<file path="config.mk">
export PLATFORM = sky130hd
export DESIGN_NAME = dma_put_cmd_splitter
export DESIGN_NICKNAME = d
export VERILOG_FILES = /design/src/rtl/dma_put_cmd_splitter.sv
export SDC_FILE = /design/constraint.sdc
export NUM_CORES = 1
export LEC_CHECK = 0
export ABC_AREA = 0
export ABC_CLOCK_PERIOD_IN_PS = 9900
export CAP_MARGIN = 25
export CORE_MARGIN = 3
export CORE_UTILIZATION = 48
export DETAILED_ROUTE_END_ITERATION = 10
export PLACE_DENSITY_LB_ADDON = 0.1
export SETUP_SLACK_MARGIN = 0.3
export SLEW_MARGIN = 20
export SYNTH_ARGS = -nofsm -noshare
export SYNTH_HDL_FRONTEND = slang
export SYNTH_SLANG_ARGS = --single-unit
</file>
<file path="constraint.sdc">
create_clock -name clk -period 9.9 [get_ports clk]
set_input_delay 1.98 -clock clk [delete_from_list [all_inputs] [get_ports clk]]
set_output_delay 1.98 -clock clk [all_outputs]
set_load 0.03 [all_outputs]
</file>
<file path="src/rtl/dma_put_cmd_splitter.sv">
// Splits one host-to-FPGA put request into chunk commands bounded by MAX_CHUNK host alignment and PAGE_SIZE memory pages.
// First command 2 cycles after accept, 2 cycles per chunk; stalls while MAX_OUTSTANDING chunks await status.
module dma_put_cmd_splitter #(
  parameter int unsigned     MAX_CHUNK       = 4096,
  parameter longint unsigned PAGE_SIZE       = 2 * 1024 * 1024,
  parameter int unsigned     MAX_OUTSTANDING = 16
) (
  input  logic                  clk,
  input  logic                  rst,
  input  logic                  s_req_valid,
  output logic                  s_req_ready,
  input  logic [159:0]          s_req_data,
  output logic                  m_put_cmd_valid,
  input  logic                  m_put_cmd_ready,
  output logic [159:0]          m_put_cmd_data,
  input  logic                  s_mem_sts_valid,
  input  logic                  s_mem_sts_error,
  output logic                  s_mem_sts_ready,
  output logic                  busy,
  output logic                  req_done,
  output logic [1:0][31:0]      status_reg
);

  localparam logic [63:0] CHUNK_SZ   = 64'(MAX_CHUNK);
  localparam logic [63:0] CHUNK_MASK = 64'(MAX_CHUNK) - 64'd1;
  localparam logic [63:0] PAGE_SZ    = 64'(PAGE_SIZE);
  localparam logic [63:0] PAGE_MASK  = 64'(PAGE_SIZE) - 64'd1;
  localparam logic [7:0]  MAX_OUT    = 8'(MAX_OUTSTANDING);
  localparam logic [32:0] LEN_SAT    = 33'h0_FFFF_FFC0;

  typedef enum logic [2:0] {IDLE, CALC, ISSUE, WAIT_STS, DONE} state_t;

  state_t       state_q, state_d;
  logic         ddr_q, ddr_d;
  logic [62:0]  mem_q, mem_d;
  logic [63:0]  host_q, host_d;
  logic [31:0]  rem_q, rem_d;
  logic [31:0]  chunk_q, chunk_d;
  logic [7:0]   outst_q, outst_d;
  logic [31:0]  issued_q, issued_d;
  logic [31:0]  err_q, err_d;
  logic         req_rdy_q, req_rdy_d;
  logic         cmd_vld_q, cmd_vld_d;
  logic         busy_q, busy_d;
  logic         done_q, done_d;

  logic         req_hs, cmd_hs;
  logic [32:0]  len_sum, len_r;
  logic [63:0]  host_room, page_room;
  logic [31:0]  chunk_c;

  assign req_hs = s_req_valid && req_rdy_q;
  assign cmd_hs = cmd_vld_q && m_put_cmd_ready;

  // Round the request length up to whole 64-byte beats, clamped to the largest 32-bit multiple of 64.
  always_comb begin
    len_sum = {1'b0, s_req_data[31:0]} + 33'd63;
    len_r   = len_sum & ~33'd63;
    if (len_r > LEN_SAT) len_r = LEN_SAT;
  end

  always_comb begin
    host_room = CHUNK_SZ - (host_q & CHUNK_MASK);
    page_room = PAGE_SZ - ({1'b0, mem_q} & PAGE_MASK);
    chunk_c   = rem_q;
    if (host_room < {32'd0, chunk_c}) chunk_c = host_room[31:0];
    if (page_room < {32'd0, chunk_c}) chunk_c = page_room[31:0];
  end

  always_comb begin
    state_d  = state_q;
    ddr_d    = ddr_q;
    mem_d    = mem_q;
    host_d   = host_q;
    rem_d    = rem_q;
    chunk_d  = chunk_q;
    outst_d  = outst_q;
    issued_d = issued_q;
    err_d    = err_q;

    case (state_q)
      IDLE: begin
        if (req_hs) begin
          ddr_d   = s_req_data[159];
          mem_d   = s_req_data[158:96];
          host_d  = s_req_data[95:32];
          rem_d   = len_r[31:0];
          state_d = (len_r == 33'd0) ? DONE : CALC;
        end
      end
      CALC: begin
        chunk_d = chunk_c;
        state_d = ISSUE;
      end
      ISSUE: begin
        if (cmd_hs) begin
          host_d  = host_q + {32'd0, chunk_q};
          mem_d   = mem_q + {31'd0, chunk_q};
          rem_d   = rem_q - chunk_q;
          state_d = (rem_q == chunk_q) ? WAIT_STS : CALC;
        end
      end
      WAIT_STS: begin
        if (outst_q == 8'd0) state_d = DONE;
      end
      DONE:    state_d = IDLE;
      default: state_d = IDLE;
    endcase

    if (cmd_hs) issued_d = issued_q + 32'd1;

    // A status beat meeting a command handshake cancels out; a beat with nothing outstanding is spurious.
    if (cmd_hs && !s_mem_sts_valid) begin
      outst_d = outst_q + 8'd1;
    end else if (!cmd_hs && s_mem_sts_valid && outst_q != 8'd0) begin
      outst_d = outst_q - 8'd1;
    end

    if (s_mem_sts_valid && (s_mem_sts_error || outst_q == 8'd0) && err_q != 32'hFFFF_FFFF) begin
      err_d = err_q + 32'd1;
    end

    req_rdy_d = (state_d == IDLE);
    busy_d    = (state_d != IDLE);
    done_d    = (state_d == DONE);
    cmd_vld_d = (state_d == ISSUE) && (outst_d < MAX_OUT);
  end

  always_ff @(posedge clk or posedge rst) begin
    if (rst) begin
      state_q   <= IDLE;
      ddr_q     <= 1'b0;
      mem_q     <= '0;
      host_q    <= '0;
      rem_q     <= '0;
      chunk_q   <= '0;
      outst_q   <= '0;
      issued_q  <= '0;
      err_q     <= '0;
      req_rdy_q <= 1'b0;
      cmd_vld_q <= 1'b0;
      busy_q    <= 1'b0;
      done_q    <= 1'b0;
    end else begin
      state_q   <= state_d;
      ddr_q     <= ddr_d;
      mem_q     <= mem_d;
      host_q    <= host_d;
      rem_q     <= rem_d;
      chunk_q   <= chunk_d;
      outst_q   <= outst_d;
      issued_q  <= issued_d;
      err_q     <= err_d;
      req_rdy_q <= req_rdy_d;
      cmd_vld_q <= cmd_vld_d;
      busy_q    <= busy_d;
      done_q    <= done_d;
    end
  end

  assign s_req_ready     = req_rdy_q;
  assign m_put_cmd_valid = cmd_vld_q;
  assign m_put_cmd_data  = {ddr_q, mem_q, host_q, chunk_q};
  assign s_mem_sts_ready = 1'b1;
  assign busy            = busy_q;
  assign req_done        = done_q;
  assign status_reg[0]   = issued_q;
  assign status_reg[1]   = err_q;

endmodule

</file>
==> run summary, run 1 <==
STA
---------------------------------------------------------------------------------
Fraction of the cycle the final worst path needs                            61.0%
Final Max Tran Viols                                                            0
Maximum clock skew at final layout                                      0.0221 ns
Setup TNS after final layout                                                 0 ns
Slew at the pin closest to its max-slew limit                             1.02 ns
Total setup violations reported at the end of the flow                          0
Final critical delay including setup and external delays                  6.04 ns
Maximum achievable frequency                                              166 MHz
Unrepaired setup endpoints after global routing                                no
Hold_ws                                                                  0.479 ns
Number of endpoints with negative hold slack in the final report                0
Worst rel slew slack                                                        31.8%

FLOORPLAN
---------------------------------------------------------------------------------
Placeable core region                                                  40300 um^2
Count of boundary I/O pins                                                    395
Number of standard-cell rows in the floorplan                                  73
Initial Utilization                                                         49.2%
Die width                                                                  209 um
Vertical die dimension                                                     209 um
DIE AREA                                                               43800 um^2

OUTCOME
---------------------------------------------------------------------------------
Outcome                                                              complete, no violations

SYNTH
---------------------------------------------------------------------------------
Dominant cell type by area after synthesis                                dfrtp_1
Number of instances in the synthesized netlist                               2341
Sequential fraction of the synthesis area                                   34.2%
Avg Inst Size Synth                                                     8.47 um^2
Post-synthesis instance area                                           19800 um^2
Yosys warns                                                                     0
Post-synth EDFFs                                                                0
Primary flip-flop cell chosen by synthesis mapping                        dfrtp_1
Synth Register Bits                                                           271
Cells taking the most area after synthesis                           dfrtp_1 34%, ha_1 8.5%, nand2_1 5.6%
Area share of the largest cell type after synthesis                         34.2%
Library cells used by synthesis                                                87
Share of flip-flops with an asynchronous set or reset                        100%

CLOCKING
---------------------------------------------------------------------------------
CTS tree                                                                      yes
Register clock-pin slew on the reported worst setup and hold paths        0.05 ns
Hold bufs inserted after CTS                                                    0
Cells resized by post-CTS repair                                                0
Clock Sink Count                                                              271
Buffer count from post-CTS setup fixing                                         0
Clock network latency to the later pin of the worst-skew pair             0.55 ns
Clock buffer depth                                                              3
CTS buffer count                                                               36
H-Tree Level Count                                                              2
Clk root buf                                                            clkbuf_16

HOLD PATH
---------------------------------------------------------------------------------
Type of the tightest min-delay check                                      reg2reg

FLOW RUN
---------------------------------------------------------------------------------
Max-capacitance violation count                                                 0

GRT
---------------------------------------------------------------------------------
Total track usage                                                           30.0%
Remaining global-route overflow                                                 0
Global-route wire length before repair                                  107000 um
Number of antenna violations at the first check in global routing               4
Via count of the first global-routing pass                                  19000
Pin count of the biggest net entering global routing                          170

WORST SETUP PATH
---------------------------------------------------------------------------------
Crit start category                                                     flip-flop
Max FO, Critical Path                                                          29
Arrival time at the worst endpoint                                        6.46 ns
Type of element capturing the critical path                             flip-flop
Critical path class                                                       reg2reg
Required time reported for the critical path endpoint                    10.32 ns

ROUTING
---------------------------------------------------------------------------------
DRC marker count from the first detailed-route iteration                     1568
Vias per inst                                                                6.08
Number of routed nets with antenna violations                                   0
Total number of vias                                                        19800
Wire length reported by the detailed router                              68000 um
Final routed wire length divided by cell count                            20.9 um
Initial DRT Pass Iterations                                                     6
Remaining design rule violation count                                           0

LAYOUT
---------------------------------------------------------------------------------
Relative area change from synthesis to final layout                         27.7%
Seq. cell area                                                          6780 um^2
Multi-input gate area                                                  12300 um^2
Filler instances                                                             3490
Share of cells above drive strength 1                                       3.67%
Net count, final                                                             3001
Total non-filler cell area in the finished layout                      25300 um^2

PLACED DESIGN
---------------------------------------------------------------------------------
HPWL reported at the end of detailed placement                           50000 um
Routability congestion estimate                                             0.927
Post-detailed-placement cell area                                      24200 um^2
Port Buf Inserts                                                              393

POWER
---------------------------------------------------------------------------------
Total power per unit cell area                                        335 nW/um^2
Pleak                                                                     10.9 nW
Worst IR Drop VDD                                                      0.000241 V

path summary, 6_finish.rpt:
kind                              start      endpoint  slack (ns)  depth (start not counted)
setup / recovery              host_q[4]    chunk_q[9]        3.86                         23
hold / removal             issued_q[31]  issued_q[31]        0.48                          1
setup reg to reg              host_q[4]    chunk_q[9]        3.86                         23
hold reg to reg            issued_q[31]  issued_q[31]        0.48                          1
max in group asynchronous           rst   issued_q[6]        6.48                          3
min in group asynchronous           rst    chunk_q[0]        2.00                          2
metal layers:
metal / track usage, % / vias up / routed length (um)
li1: - / 9238 / -
met5: 0 / - / 0
met4: 10.3 / 0 / 2150
met3: 3.95 / 128 / 5140
met2: 46.1 / 825 / 30200
met1: 43.7 / 9583 / 30500
cells in the final DEF, fill, tap and decap left out, drive strengths merged, types with 16 or more instances in the layout:
master	count
clkdlybuf4s50	393
nand2	295
dfrtp	271
nor2	190
a21oi	148
ha	135
o21ai	131
xnor2	124
inv	97
nand3	96
xor2	75
and3	71
a21o	55
clkbuf	55
nor3	53
a22oi	44
mux2i	42
nand4	35
a32oi	28
a31oi	28
a211oi	26
nor4	20
o21a	19
nand2b	19
o22ai	19
and2	19
nor2b	16
o31ai	16
through the flow:
step	power, mW	setup slack [ns]	utilization (%)	std cells
finish	8.49	3.86	62.9	3252
global route	9.05	3.27	62.9	3252
CTS	8.44	3.96	62.8	3248
detailed placement	7.14	4.00	60.1	3184
global placement	7.02	4.29	60.1	3184
floorplan	5.44	0.453	-	2350
sequential cells by signal (all words and copies together), names as in the netlist:
| register | count |
|---|---|
| rem_q | 32 |
| err_q | 32 |
| mem_q | 63 |
| m_put_cmd_valid | 1 |
| chunk_q | 32 |
| busy | 1 |
| state_q | 3 |
| ddr_q | 1 |
| issued_q | 32 |
| outst_q | 8 |
| req_done | 1 |
| host_q | 64 |
| s_req_ready | 1 |
cells in the mapped netlist, drive strengths merged (4+ instances only):
master and number:
o41ai 5, o21ai 131, o31ai 16, nand2b 19
a211o 8, a311oi 15, a21oi 148, o32ai 4
a32oi 28, nor4 20, o21a 19, and3 71
clkbuf 81, nor3 53, nor3b 12, or4 8
nor2 190, and4 14, a21o 55, nand2 295
or3 6, buf 16, xor2 75, a31oi 28
and2 19, a22oi 44, nor2b 16, nand4 35
a31o 6, nand3 96, o22ai 19, o211ai 15
xnor2 124, nand3b 5, mux2i 42, o21bai 13
a221o 10, dfrtp 271, ha 135, a211oi 26
inv 95, a221oi 12
power by group:
part	total [mW]	internal (mW)	switching [mW]	leakage [nW]
Combinational	5.14	2.08	3.05	6.90
Sequential	2.10	1.49	0.606	3.48
Clock	1.25	0.740	0.511	0.552
cell type report:
cell class                 count  share of cell area, %
clock buffer                  55                   4.20
tap                          525                   2.59
timing repair buffer         406                   16.0
antenna                        4                 0.0395
sequential                   271                   26.8
clock inverter                 9                  0.217
inverter                      95                   1.44
multi-input combinational   1887                   48.8
worst max-delay path, cell delays in order, from the launching register on:
cell	delay (ns)
dfrtp_1	0.44
nor4_1	0.36
nor2b_1	0.23
nand3b_1	0.18
nor3_1	0.21
xnor2_1	0.19
ha_1	0.30
a21oi_1	0.17
a21oi_1	0.09
a211oi_1	0.36
o41ai_1	0.14
nand2b_1	0.59
nor2_1	0.08
a21oi_1	0.27
ha_1	0.31
a21o_1	0.18
a21oi_1	0.14
nor2b_1	0.06
o21ai_0	0.15
a21oi_1	0.10
a211oi_1	0.51
o21ai_4	0.32
nor3b_2	0.26
a211o_1	0.28
cell families after synthesis:
family / share of synthesized area, %
and+or+nand+nor: 20.9
AOI/OAI and AO/OA: 21.1
DFF: 34.2
xor gates and xnor gates: 8.79
buffers and inverters: 3.92
adders and majority gates: 8.82
muxes: 2.23
other: 0.0189
(Power assumes the default switching activity.)
==> inputs of run 2 (changes only) <==
--- a/config.mk
+++ b/config.mk
@@ -6,7 +6,7 @@
 export NUM_CORES = 1
 export LEC_CHECK = 0
 export ABC_AREA = 0
-export ABC_CLOCK_PERIOD_IN_PS = 9900
+export ABC_CLOCK_PERIOD_IN_PS = 4950
 export CAP_MARGIN = 25
 export CORE_MARGIN = 3
 export CORE_UTILIZATION = 48
==> constraint.sdc (replaced) <==
create_clock -name clk -period 4.95 [get_ports clk]
set_input_delay 0.99 -clock clk [delete_from_list [all_inputs] [get_ports clk]]
set_output_delay 0.99 -clock clk [all_outputs]
set_load 0.03 [all_outputs]
==> run summary, run 2 (synthesized netlist as in run 1, its figures left out) <==
LAYOUT
---------------------------------------------------------------------------------
Regs by FF count                                                     host_q (64), mem_q (63)   unchanged
Relative area change from synthesis to final layout                         29.8%   was 27.7%
Net count, final                                                             3028   was 3001
Share of cells above drive strength 1                                       5.82%   was 3.67%
Filler instances                                                             3423   was 3490
Commonest non-fill, non-tap cell in the layout                       clkdlybuf4s50_1   unchanged
Register bank with the most flops                                          host_q   unchanged
Leading cell types in the layout, fill and taps excluded             393 x clkdlybuf4s50_1, 291 x nand2_1, 267 x dfrtp_1, 187 x nor2_1, 140 x a21oi_1   was 393 x clkdlybuf4s50_1, 293 x nand2_1, 271 x dfrtp_1, 187 x nor2_1, 148 x a21oi_1
Flip-flop count of the largest register after layout                           64   unchanged

WORST SETUP PATH
---------------------------------------------------------------------------------
Arrival time at the worst endpoint                                        5.24 ns   was 6.46 ns
Cells along the critical path                                        nor4_4, nor2b_4, nand3b_1, nor3_2, xnor2_2, ha_1, a21oi_2, a21oi_2, a211oi_2, o41ai_2, nand2b_1, buf_6, nor2_1, a21oi_2, ha_1, a21o_1, a21oi_2, nor2b_1, o21ai_1, a21oi_2, a211oi_4, o21ai_4, clkbuf_16, a221o_1   was nor4_1, nor2b_1, nand3b_1, nor3_1, xnor2_1, ha_1, a21oi_1, a21oi_1, a211oi_1, o41ai_1, nand2b_1, nor2_1, a21oi_1, ha_1, a21o_1, a21oi_1, nor2b_1, o21ai_0, a21oi_1, a211oi_1, o21ai_4, nor3b_2, a211o_1
Max FO, Critical Path                                                           8   was 29
Required time reported for the critical path endpoint                     5.37 ns   was 10.32 ns
Standard cell with the maximum stage delay on the critical path           dfrtp_2   was nand2b_1
Highest cell delay on the worst timing path                               0.42 ns   was 0.59 ns
Cell repeated most along the worst path                                   a21oi_2   was a21oi_1
Critical path class                                                       reg2reg   unchanged
Crit start category                                                     flip-flop   unchanged
Type of element capturing the critical path                             flip-flop   unchanged

PLACED DESIGN
---------------------------------------------------------------------------------
Routability congestion estimate                                             0.944   was 0.927
HPWL reported at the end of detailed placement                           50500 um   was 50000 um
Port Buf Inserts                                                              393   unchanged

FLOORPLAN
---------------------------------------------------------------------------------
Vertical die dimension                                                     209 um   unchanged
DIE AREA                                                               43800 um^2   unchanged
Placeable core region                                                  40300 um^2   unchanged
Count of boundary I/O pins                                                    395   unchanged
Initial Utilization                                                         49.2%   unchanged
Number of standard-cell rows in the floorplan                                  73   unchanged
Die width                                                                  209 um   unchanged

STA
---------------------------------------------------------------------------------
Final Max Tran Viols                                                            0   unchanged
Maximum achievable frequency                                              207 MHz   was 166 MHz
Fraction of the cycle the final worst path needs                            97.4%   was 61.0%
Number of endpoints with negative hold slack in the final report                0   unchanged
Slew at the pin closest to its max-slew limit                            0.913 ns   was 1.02 ns
Final critical delay including setup and external delays                  4.82 ns   was 6.04 ns
Unrepaired setup endpoints after global routing                               yes   was no
Worst rel slew slack                                                        39.0%   was 31.8%
Maximum clock skew at final layout                                      0.0248 ns   was 0.0221 ns
Total setup violations reported at the end of the flow                          0   unchanged
Setup TNS after final layout                                                 0 ns   unchanged

CLOCKING
---------------------------------------------------------------------------------
Clock network latency to the later pin of the worst-skew pair             0.55 ns   about the same
Clock Sink Count                                                              271   unchanged
Hold bufs inserted after CTS                                                    0   unchanged
CTS buffer count                                                               34   was 36
Register clock-pin slew on the reported worst setup and hold paths        0.06 ns   was 0.05 ns
CTS tree                                                                      yes   unchanged
Clock buffer depth                                                              3   unchanged
Clk root buf                                                            clkbuf_16   unchanged
H-Tree Level Count                                                              2   unchanged

FLOW RUN
---------------------------------------------------------------------------------
Max-capacitance violation count                                                 0   unchanged

GRT
---------------------------------------------------------------------------------
Number of antenna violations at the first check in global routing               2   was 4
Total track usage                                                           30.2%   was 30.0%
Remaining global-route overflow                                                 0   unchanged
Pin count of the biggest net entering global routing                          120   was 170
Global-route wire length before repair                                  107000 um   about the same
Via count of the first global-routing pass                                  19300   was 19000

POWER
---------------------------------------------------------------------------------
Total power per unit cell area                                        670 nW/um^2   was 335 nW/um^2
Power after layout                                                        17.3 mW   was 8.49 mW
Worst IR Drop VDD                                                      0.000446 V   was 0.000241 V
Pleak                                                                     11.1 nW   was 10.9 nW

ROUTING
---------------------------------------------------------------------------------
Initial DRT Pass Iterations                                                     5   was 6
Total number of vias                                                        19600   was 19800
Remaining design rule violation count                                           0   unchanged
Wire length reported by the detailed router                              68400 um   was 68000 um
Final routed wire length divided by cell count                            20.9 um   about the same
Number of routed nets with antenna violations                                   0   unchanged
Vias per inst                                                                5.99   was 6.08
DRC marker count from the first detailed-route iteration                     1464   was 1568

HOLD PATH
---------------------------------------------------------------------------------
Type of the tightest min-delay check                                      reg2reg   unchanged

OUTCOME
---------------------------------------------------------------------------------
Outcome                                                              complete, no violations   unchanged

[run 2: metrics by stage]
stage	worst slack, ns	hold slack [ns]	instances	util (%)	cell area, um^2
after detailed placement	-0.0555	0.469	3195	60.5	24300
after floorplan	0.0757	0.447	2350	-	19900
final	0.129	0.470	3275	63.9	25700
after global placement	0.164	0.460	3195	60.5	24300
after CTS	0.267	0.477	3264	63.5	25600
after global routing	-0.104	0.493	3274	63.9	25700
[run 2: cell type report]
cell class	count	area, um^2	area share, %
multi-input combinational	1887	12500	48.5
clock inverter	17	184	0.714
antenna	2	5.00	0.0194
timing repair buffer	435	4330	16.8
sequential	271	6790	26.4
clock buffer	43	925	3.59
inverter	95	360	1.40
tap	525	657	2.55
[run 2: worst max-delay path: cells and delay by family (launching register included)]
family / cells / cell delay [ns]
AND/OR/NAND/NOR: 7 / 1.12
AO/OA/AOI/OAI: 12 / 2.10
flip-flops: 1 / 0.42
XOR/XNOR: 1 / 0.11
buffers and inverters: 2 / 0.32
adder cells (fa/ha/maj): 2 / 0.61
[run 2: what timing repair did]
item,in CTS,in global routing
pin swaps,6,13
gates cloned,0,1
endpoints found under the setup margin,21,22
buffers inserted,9,8
hold endpoints to repair,0,0
resized for setup,10,15
[run 2: metal layers]
metal  wire length, um  up-vias  GRT usage, %  part of all wire, %
met5                 0        -             0                    0
met4              2360        0          10.4                  3.4
met3              5580      134          6.52                  8.2
met2             30000      746          46.2                   44
met1             30500     9435          42.5                   45
li1                  -     9300             -                    -
[run 2: report_power, final]
group,switching (mW),leakage (nW),internal (mW),total (mW)
Combinational,6.23,7.08,4.35,10.6
Sequential,1.16,3.48,2.98,4.15
Clock,1.04,0.548,1.49,2.53
[run 2: path summary, 6_finish.rpt]
| path | from | to | slack [ns] | depth (start not counted) |
|---|---|---|---|---|
| setup / recovery | host_q[4] | chunk_q[2] | 0.13 | 24 |
| hold / removal | issued_q[31] | issued_q[31] | 0.47 | 1 |
| setup reg to reg | host_q[4] | chunk_q[2] | 0.13 | 24 |
| max in group asynchronous | rst | host_q[21] | 3.05 | 3 |
| hold reg to reg | issued_q[31] | issued_q[31] | 0.47 | 1 |
| min in group asynchronous | rst | outst_q[6] | 0.92 | 2 |
